## config.mk

```make
export PLATFORM = sky130hd
export DESIGN_NAME = input_conditioner
export DESIGN_NICKNAME = d
export VERILOG_FILES = /design/src/rtl/input_conditioner_pkg.sv /design/src/rtl/input_channel.sv /design/src/rtl/input_conditioner.sv
export SDC_FILE = /design/constraint.sdc
export NUM_CORES = 1
export LEC_CHECK = 0
export ABC_AREA = 1
export BUFFER_PORTS_ARGS = -buffer_cell sky130_fd_sc_hd__buf_4
export CORE_UTILIZATION = 54
export CTS_CLUSTER_SIZE = 40
export DETAILED_ROUTE_END_ITERATION = 12
export HOLD_SLACK_MARGIN = 0.06
export PLACE_DENSITY = 0.87
export SLEW_MARGIN = 10
export SYNTH_ARGS = -nofsm -noshare
export SYNTH_HDL_FRONTEND = slang
export SYNTH_SLANG_ARGS = --single-unit
```

## constraint.sdc

```tcl
create_clock -name clk -period 1.1 [get_ports clk]
set_input_delay 0.165 -clock clk [delete_from_list [all_inputs] [get_ports clk]]
set_output_delay 0.165 -clock clk [all_outputs]
set_load 0.03 [all_outputs]
```

## src/rtl/input_conditioner_pkg.sv

```systemverilog
// Shared constants and helpers for the multi-channel input conditioner.
package input_pkg;

  localparam int SYNC_STAGES_DEF     = 2;
  localparam int DEBOUNCE_CYCLES_DEF = 4;

  // Width of the debounce counter; never narrower than one bit.
  function automatic int cnt_width(input int n);
    int w;
    w = $clog2(n);
    if (w < 1) begin
      w = 1;
    end else begin
      w = w;
    end
    return w;
  endfunction

endpackage

```

## src/rtl/input_channel.sv

```systemverilog
// One conditioned input: synchroniser, consecutive-sample debounce, polarity fix, edge pulses.
module input_channel
  import input_pkg::*;
#(
  parameter int   SYNC_STAGES     = SYNC_STAGES_DEF,
  parameter int   DEBOUNCE_CYCLES = DEBOUNCE_CYCLES_DEF,
  parameter logic INVERT          = 1'b0
) (
  input  logic clk,
  input  logic rst,
  input  logic enable,
  input  logic raw,
  output logic level,
  output logic rise,
  output logic fall
);

  localparam int                 CNT_W    = cnt_width(DEBOUNCE_CYCLES);
  localparam logic [CNT_W-1:0]   CNT_LAST = CNT_W'(DEBOUNCE_CYCLES - 1);

  logic [SYNC_STAGES-1:0] sync_r;
  logic [CNT_W-1:0]       cnt_r;
  logic                   level_r;
  logic                   rise_r;
  logic                   fall_r;

  logic                   samp_s;
  logic [CNT_W-1:0]       cnt_nxt_s;
  logic                   level_nxt_s;
  logic                   rise_nxt_s;
  logic                   fall_nxt_s;

  // Synchroniser chain: always shifts; reset loads the idle pin level so an
  // inactive inverted pin does not look like a fresh edge after reset.
  always_ff @(posedge clk) begin
    if (rst) begin
      sync_r <= {SYNC_STAGES{INVERT}};
    end else begin
      sync_r <= {sync_r[SYNC_STAGES-2:0], raw};
    end
  end

  // Debounce decision: count consecutive samples that disagree with the held level.
  always_comb begin
    samp_s      = sync_r[SYNC_STAGES-1] ^ INVERT;
    cnt_nxt_s   = cnt_r;
    level_nxt_s = level_r;
    rise_nxt_s  = 1'b0;
    fall_nxt_s  = 1'b0;
    if (enable) begin
      if (samp_s == level_r) begin
        cnt_nxt_s = {CNT_W{1'b0}};
      end else if (cnt_r == CNT_LAST) begin
        cnt_nxt_s   = {CNT_W{1'b0}};
        level_nxt_s = samp_s;
        rise_nxt_s  = samp_s;
        fall_nxt_s  = ~samp_s;
      end else begin
        cnt_nxt_s = cnt_r + CNT_W'(1);
      end
    end else begin
      cnt_nxt_s   = cnt_r;
      level_nxt_s = level_r;
    end
  end

  // Filter state and output registers.
  always_ff @(posedge clk) begin
    if (rst) begin
      cnt_r   <= {CNT_W{1'b0}};
      level_r <= 1'b0;
      rise_r  <= 1'b0;
      fall_r  <= 1'b0;
    end else begin
      cnt_r   <= cnt_nxt_s;
      level_r <= level_nxt_s;
      rise_r  <= rise_nxt_s;
      fall_r  <= fall_nxt_s;
    end
  end

  assign level = level_r;
  assign rise  = rise_r;
  assign fall  = fall_r;

endmodule

```

## src/rtl/input_conditioner.sv

```systemverilog
// Multi-channel input conditioner: one independent input_channel per raw pin.
module input_conditioner
  import input_pkg::*;
#(
  parameter int                  CHANNELS        = 4,
  parameter int                  SYNC_STAGES     = SYNC_STAGES_DEF,
  parameter int                  DEBOUNCE_CYCLES = DEBOUNCE_CYCLES_DEF,
  parameter logic [CHANNELS-1:0] INVERT_MASK     = {CHANNELS{1'b0}}
) (
  input  logic                clk,
  input  logic                rst,
  input  logic                enable,
  input  logic [CHANNELS-1:0] raw_in,
  output logic [CHANNELS-1:0] level_out,
  output logic [CHANNELS-1:0] rise_pulse,
  output logic [CHANNELS-1:0] fall_pulse,
  output logic                any_change
);

  for (genvar i = 0; i < CHANNELS; i++) begin : g_ch
    input_channel #(
      .SYNC_STAGES     (SYNC_STAGES),
      .DEBOUNCE_CYCLES (DEBOUNCE_CYCLES),
      .INVERT          (INVERT_MASK[i])
    ) u_ch (
      .clk    (clk),
      .rst    (rst),
      .enable (enable),
      .raw    (raw_in[i]),
      .level  (level_out[i]),
      .rise   (rise_pulse[i]),
      .fall   (fall_pulse[i])
    );
  end

  // Summary flag, built only from registered pulse bits.
  assign any_change = |(rise_pulse | fall_pulse);

endmodule
```

======== Yosys cells after proc, flatten, opt, wreduce, memory -nomap -nowiden ========
Index checks and enable logic that the tools add are counted.
storage, ports and cells
  register bits ........................... 28
  word-level logic and storage cells ...... 63
  bits in read-only memories .............. 0
  bits in latches ......................... 0
  input bits .............................. 7
  output and inout port bits .............. 13
  bits in writable memories ............... 0
  memories ................................ 0
cells by class
  shift operators ......................... 0
  bitwise gates (word level) .............. 14
  equal/unequal tests ..................... 8
  divide/modulo/power cells ............... 0
  reduce and logical (&&, ||, !) cells .... 9
  order comparisons ....................... 0
  multipliers ............................. 0
  mux-type cells .......................... 8
  add/sub/neg operators ................... 4
operators by type and width
  kind                                         number
  OR reduction 4 bit                           5
  2-to-1 mux 2 bit                             8
  inverter 1 bit                               13
  AND reduction 3 bit                          4
  adder 2 x 1 -> 2 bit, second input constant  4
  equality test 2 bit, second input constant   4
  equality test 1 bit                          4
  bitwise OR 4 bit                             1

======== Longest topological paths before layout ========
Gate-level depths: netlist (run 1).
  depth in word-level cells ............... 3
  depth in mapped cells ................... 5
  mapped depth without buffers ............ 5

======== Cells and area by module ========
From an unflattened synthesis (run 1), not the netlist that was laid out.
unflattened totals
  cell total of the unflattened synthesis .. 135
  area, all modules ....................... 1097.3 µm²
by module, submodules not included
  module             instances  seq. area each (µm²)  cells an instance  area each (µm²)
  input_channel      4          140.1                 30                 260.2
  input_conditioner  1          0.0                   15                 56.3

======== Worst setup path before layout (run 1) ========
Ideal clock, no wire load.
  kind .................................... register -> output
  start ................................... register g_ch[1].u_ch.fall_r
  end ..................................... output port any_change
  buffers on the path ..................... 0
  stages on the path, launching flop included .. 3
  slack ................................... 0.238 ns
  required time ........................... 0.935 ns
  data arrival time ....................... 0.697 ns
  cells stage by stage .................... dfxtp_1 > nor2_1 > nand4_1
between the ends
  longest elaborated chain between the ends .. 2
RTL lines
  element                 RTL line                 text
  from (decl)             input_channel.sv:25      logic fall_r;
  from (signal assigned)  input_channel.sv:78      fall_r <= fall_nxt_s;
  bitwise OR 4 bit        input_conditioner.sv:37  assign any_change = |(rise_pulse | fall_pulse);
  OR reduction 4 bit      input_conditioner.sv:37
  to (decl)               input_conditioner.sv:17  output logic any_change
No other way between the ends.

======== Worst setup path after layout (run 1) ========
  start ................................... register g_ch[1].u_ch.rise_r
  end ..................................... output port any_change
between the ends
  longest elaborated chain between the ends .. 2
RTL lines
  element                 RTL line                 text
  from (decl)             input_channel.sv:24      logic rise_r;
  from (signal assigned)  input_channel.sv:77      rise_r <= rise_nxt_s;
  bitwise OR 4 bit        input_conditioner.sv:37
  OR reduction 4 bit      input_conditioner.sv:37
No other way between the ends.

==> results by group, run 1 <==
Run status
  • Status: finished, violations left
  • Failing checks: setup timing

Route
  • Routed wire per std cell: 9.25 um
  • 1st-iter DRT viols: 10
  • Via Count: 948
  • Vias per cell: 4.81
  • Antenna Nets Post-Route: 0
  • Final WL: 1.82 mm
  • DRC violations left: 0
  • DRT Pass-1 Iters: 4

Synthesis
  • YS warnings: 0
  • Synthesized net count: 171
  • Mapped Avg Cell Area: 7.89 sq um
  • Count of cell types in the netlist: 16
  • Seq cells post-synth: 28
  • Seq/Total Area, Yosys: 44.4%
  • Commonest cells in the netlist: 36 x inv_1, 28 x dfxtp_1, 24 x nand2_1
  • FFs w/ async S/R, synth: 0%
  • Synthesized cell area: 1260 sq um
  • Post-synth top area share: 44.4%
  • Most common cell in the netlist: inv_1
  • Area contributors post-synth: dfxtp_1 44%, inv_1 11%, nand4_1 9.4%
  • Leading area contributor after synthesis: dfxtp_1
  • Post-synth EDFFs: 0
  • Main flop type after synthesis: dfxtp_1
  • Post-Synthesis Cells: 160

Power
  • Clock power share: 25.3%
  • Sw frac: 21.2%
  • Power Total: 1.52 mW
  • Share of total power in sequential cells: 68.4%
  • Leakage: 0.712 nW
  • Psw: 0.323 mW
  • P per Cell Area: 1110 nW/um^2
  • Maximum vdd drop: 0.654 mV
  • P_int: 1.20 mW
  • Power share of the combinational group: 6.2%

Floorplan
  • Chip width: 50.4 um
  • Starting Density: 57.1%
  • Die height: 50.4 um
  • Core area: 2210 sq um
  • IO Pins: 20
  • Die area: 2540 sq um
  • Row count: 17

Final layout
  • Final nets: 182
  • Layout cells sized above 1: 21.9%
  • Area Overhead vs Synth: 8.82%
  • Fillers: 187
  • Antenna diodes: 0

Critical path
  • Flop2flop setup slack: 190 ps
  • CP required: 940 ps
  • Reg2Reg Depth: 5
  • Setup crit start kind: flip-flop
  • CP max FO: 2
  • Worst EP arrival: 1020 ps
  • Critical path class: flip-flop to output pin
  • FF-to-FF End: g_ch[1].u_ch.level
  • FF-to-FF Start: g_ch[1].u_ch.cnt_r[0]
  • Crit. End Element: output pin

Placed design
  • Detail Placement HPWL: 1.41 mm
  • Input/output buffers: 19
  • Final RePlAce weighted congestion: 0.759
  • DP Worst Slack: 204 ps

Min path
  • Hold_sp: rst
  • Worst min path class: primary input to flip-flop
  • Hold Crit Endpoint: g_ch[0].u_ch.cnt_r[1]
  • Hold Path Depth: 2

Global routing
  • Number of global-route vias before repair: 878
  • Initial antenna violation count: 0
  • Remaining global-route overflow: 0
  • All-Layer GR Usage: 17.4%
  • Largest net degree at the start of global routing: 18
  • First-pass GRT wire length: 3.29 mm

CTS
  • TritonCTS sink count: 28
  • Clk buf depth: 2
  • CTS tree: built
  • Root buffer cell: clkbuf_4
  • Setup bufs post-CTS: 0
  • Clk Latency, worst-skew pair: 320 ps
  • Worst-path clk slew: 120 ps
  • CTS Buf Count: 3
  • CTS H-tree lvls: 1

STA
  • Final worst slack: -87.6 ps
  • Final Cycle Share: 108%
  • Setup Skew: 1.16 ps
  • Hold Vio Cnt, Final: 0
  • RSZ-0062 raised after global routing: true
  • Fmax: 0.842 GHz
  • Setup TNS Final: -87.6 ps
  • Setup-failing EPs final: 1
  • Max-slew violations: 0
  • Slew Limit Headroom: 86.7%
  • Worst-margin pin slew: 200 ps
  • Post-route minimum period: 1190 ps

Run
  • Maximum capacitance violations: 0
## power groups by stage
stage	Combinational [mW]	Sequential, mW	Clock (mW)
after floorplan	0.0763	1.06	0
after global placement	0.0796	1.06	0
after detailed placement	0.0837	1.07	0
after CTS	0.0953	1.04	0.405
after global routing	0.109	1.05	0.447
final	0.0952	1.04	0.386
## flip-flops by register name, summed over array words and instances (netlist names)
| name | cells |
|---|---|
| g_ch.u_ch.rise | 4 |
| g_ch.u_ch.fall | 4 |
| g_ch.u_ch.sync_r | 8 |
| g_ch.u_ch.level | 4 |
| g_ch.u_ch.cnt_r | 8 |
## kinds of logic after synthesis
family | share of synthesized area (%)
AO/OA/AOI/OAI | 5.05
buffers and inverters | 23.3
flip-flops | 44.4
AND/OR/NAND/NOR | 23.3
adder cells (fa/ha/maj) | 3.96
## cell type report
cell class	count	area, sq um	area share (%)
multi-input cells	77	415	30.2
flip-flops and latches	28	569	41.4
well taps	28	35.0	2.55
inverters	38	145	10.6
repair buffers	23	186	13.6
clock buffers	3	22.5	1.64
## critical path: stages, from the launching register on
cell     delay (ps)
dfxtp_2         350
nor2_2          100
nand4_1         110
buf_6           150
## per-layer routing
metal | part of all wire, % | vias to the layer above | track usage [%]
met2 | 49 | 20 | 30.4
li1 | - | 504 | -
met3 | 3.5 | 5 | 2.73
met1 | 44 | 419 | 19.3
met5 | 0 | - | 0
met4 | 2.8 | 0 | 11.6
## stage by stage
step / hold slack (ps) / cells / area (sq um) / utilization, %
2_1_floorplan: 272 / 160 / 1260 / -
3_3_place_gp: 364 / 190 / 1290 / 58.4
3_5_place_dp: 373 / 190 / 1290 / 58.4
4_1_cts: 141 / 197 / 1360 / 61.5
5_1_grt: 145 / 197 / 1370 / 62.1
6_report: 150 / 197 / 1370 / 62.1
## what timing repair did
item / in CTS / in global routing
hold buffers: 4 / 0
endpoints found under the setup margin: 1 / 5
endpoints found under the hold margin: 4 / 0
resized for setup: 3 / 8
pin swaps: 2 / 1
## worst max-delay path by stage
stage,startpoint,to,slack [ps]
5_1_grt,g_ch[1].u_ch.rise,any_change,-160
3_5_place_dp,g_ch[1].u_ch.cnt_r[0],g_ch[1].u_ch.level,200
4_1_cts,g_ch[1].u_ch.fall,any_change,-110
3_3_place_gp,g_ch[3].u_ch.cnt_r[0],g_ch[3].u_ch.level,240
6_report,g_ch[1].u_ch.rise,any_change,-90
2_1_floorplan,g_ch[1].u_ch.fall,any_change,240
## cell usage in the layout, fill, tap and decap left out
cell type / synthesis / routed
a21oi_1: 7 / 7
nand4_2: 2 / 2
buf_4: 12 / 18
clkbuf_4: 0 / 3
inv_1: 36 / 36
buf_6: 3 / 1
o21ai_1: 4 / 4
inv_2: 1 / 1
nand4_1: 19 / 19
inv_4: 1 / 1
a21oi_2: 1 / 1
dfxtp_1: 28 / 21
nand2_1: 24 / 24
nor2_1: 16 / 13
ha_1: 4 / 4
dfxtp_2: 0 / 7
dlygate4sd3_1: 0 / 4
nor2_2: 0 / 3
Power figures use the tool's default switching activity.
==> run 2, diff against run 1 <==
ABC_AREA = not set   (was 1)
==> run 2 against run 1 <==
The run still ends with setup timing left. Synthesized area fell by 4.3%. Hold slack worse by 42 ps. Wire length up 21%. Cell area rose by 11%. Critical endpoint unchanged.
==> results by group, run 2 <==
Run status
  • Status: finished, violations left
  • Failing checks: setup timing

Route
  • Met2 Routed Length: 1.09 mm
  • 1st-iter DRT viols: 19
  • Top sig layer: met4
  • Via Count: 854
  • M1 WL: 1.01 mm
  • Routed wire per std cell: 14.1 um
  • Final WL: 2.21 mm
  • Vias per cell: 5.47
  • DRT Pass-1 Iters: 4
  • Antenna Nets Post-Route: 0
  • DRC violations left: 0
  • WL met3: 87 um

Critical path
  • FF-to-FF End: g_ch[2].u_ch.cnt_r[0]
  • CP max FO: 2
  • Setup crit start kind: flip-flop
  • Crit. End Element: output pin
  • Reg2Reg Depth: 3
  • Worst EP arrival: 1170 ps
  • Critical path class: flip-flop to output pin
  • Flop2flop setup slack: -110 ps
  • Worst Setup SP: g_ch[2].u_ch.fall
  • FF-to-FF Start: g_ch[2].u_ch.cnt_r[0]
  • CP required: 940 ps

Floorplan
  • Core area: 2040 sq um
  • Die height: 49.3 um
  • Die area: 2430 sq um
  • Chip width: 49.3 um
  • Starting Density: 59.2%
  • IO Pins: 20
  • Row count: 16

Min path
  • Hold Path Depth: 2
  • Hold Crit Endpoint: g_ch[2].u_ch.level
  • Worst min path class: primary input to flip-flop
  • Hold_sp: rst

CTS
  • Clk Latency, worst-skew pair: 310 ps
  • CTS H-tree lvls: 1
  • TritonCTS sink count: 28
  • CTS Buf Count: 3
  • CTS tree: built
  • Worst-path clk slew: 130 ps
  • Root buffer cell: clkbuf_4
  • Clk buf depth: 2

Synthesis
  • Most common cell in the netlist: dfxtp_1
  • FFs w/ async S/R, synth: 0%
  • Main flop type after synthesis: dfxtp_1
  • Leading area contributor after synthesis: dfxtp_1
  • Post-synth EDFFs: 0
  • Commonest cells in the netlist: 28 x dfxtp_1, 14 x buf_4, 8 x and4b_1, 8 x nor2b_1, 7 x inv_1
  • Synthesized cell area: 1210 sq um
  • Count of cell types in the netlist: 23
  • Area contributors post-synth: dfxtp_1 46%, buf_4 8.7%, and4b_1 6.6%
  • Seq/Total Area, Yosys: 46.4%
  • YS warnings: 0
  • Post-Synthesis Cells: 109
  • Synthesized net count: 120
  • Seq cells post-synth: 28
  • Mapped Avg Cell Area: 11.1 sq um
  • Post-synth top area share: 46.4%

Final layout
  • Final cell count without fillers: 156
  • Most frequent cells in the layout: 29 x buf_4, 14 x dfxtp_2, 11 x dfxtp_1, 8 x nor2b_1, 8 x and4b_1
  • Antenna diodes: 0
  • Layout cells sized above 1: 54.3%
  • Final nets: 142
  • Design Area, Final: 1520 sq um
  • Fillers: 134
  • Most common cell after layout, fill and taps aside: buf_4
  • Area Overhead vs Synth: 26.1%
  • Final core utilization: 74.6%
  • Top flop regs: g_ch.u_ch.cnt_r: 8 flops, g_ch.u_ch.sync_r: 8 flops

Power
  • P per Cell Area: 1020 nW/um^2
  • Leakage: 0.612 nW
  • Maximum vdd drop: 0.825 mV
  • Power Total: 1.56 mW

Placed design
  • Final RePlAce weighted congestion: 0.698
  • DP Worst Slack: -93.2 ps
  • Input/output buffers: 19
  • Placed Area: 1360 sq um
  • Placed Cells: 148
  • Detail Placement HPWL: 1.44 mm

STA
  • WHS: 108 ps
  • Max-slew violations: 0
  • Fmax: 0.746 GHz
  • Setup-failing EPs final: 5
  • Hold Vio Cnt, Final: 0
  • Worst-margin pin slew: 312 ps
  • Setup Skew: 6.36 ps
  • Setup TNS Final: -593 ps
  • Slew Limit Headroom: 79.1%
  • Final Cycle Share: 122%
  • Post-route minimum period: 1340 ps
  • Final worst slack: -240 ps
  • RSZ-0062 raised after global routing: true

Global routing
  • Largest net degree at the start of global routing: 18
  • Initial antenna violation count: 0
  • First-pass GRT wire length: 3.63 mm
  • Remaining global-route overflow: 0
  • Number of global-route vias before repair: 803
  • All-Layer GR Usage: 19.6%

Run
  • Maximum capacitance violations: 0
-- run 2: changes by cell type after synthesis, moves of 8 or more --
cell	before	now
nor2b_1	0	8
inv_1	36	7
and4b_1	0	8
nor2_1	16	0
nand4_1	19	0
nand2_1	24	2
-- run 2: area by class of cell --
type / instances / area (sq um) / share of cell area [%]
clock buffers: 3 / 22.5 / 1.48
inverters: 7 / 26.3 / 1.72
well taps: 27 / 33.8 / 2.22
flip-flops and latches: 28 / 589 / 38.7
repair buffers: 34 / 269 / 17.7
multi-input cells: 57 / 583 / 38.3
-- run 2: worst max path at each step --
stage,slack [ps],endpoint,cells after the start
5_1_grt,-310,any_change,3
3_5_place_dp,-90,g_ch[2].u_ch.cnt_r[0],3
6_report,-240,any_change,3
3_3_place_gp,-20,g_ch[1].u_ch.cnt_r[0],3
4_1_cts,-230,any_change,3
2_1_floorplan,-30,g_ch[0].u_ch.cnt_r[0],3
-- run 2: critical path, stage by stage (launching register included) --
cell and delay [ps]:
dfxtp_2 360, nor4_4 270, nand2_1 90, buf_6 150
-- run 2: logic make-up (layout without fill, tap and decap cells) --
family                     after synthesis  after routing  synth area share, %
buffers and inverters                   24             44                 12.5
DFF                                     28             28                 46.4
AOI/OAI and AO/OA                       16             16                 12.5
adders and majority gates                4              4                 4.14
xor gates and xnor gates                 4              4                 2.90
and+or+nand+nor                         33             33                 21.5
-- run 2: report_power, final --
group / switching (mW) / internal [mW]
clock: 0.263 / 0.128
combinational: 0.0580 / 0.0730
sequential: 0.0130 / 1.03
-- run 2: routing by layer --
layer | up-vias | GRT usage [%]
li1 | 416 | -
met1 | 403 | 24.3
met2 | 29 | 32.9
met3 | 6 | 3.43
met4 | 0 | 8.33
met5 | - | 0
-- run 2: repair_timing --
action | CTS | global route
resized for setup | 16 | 12
endpoints found under the hold margin | 4 | 0
endpoints found under the setup margin | 6 | 10
hold buffers | 4 | 0
pin swaps | 2 | 1
setup buffers | 1 | 0
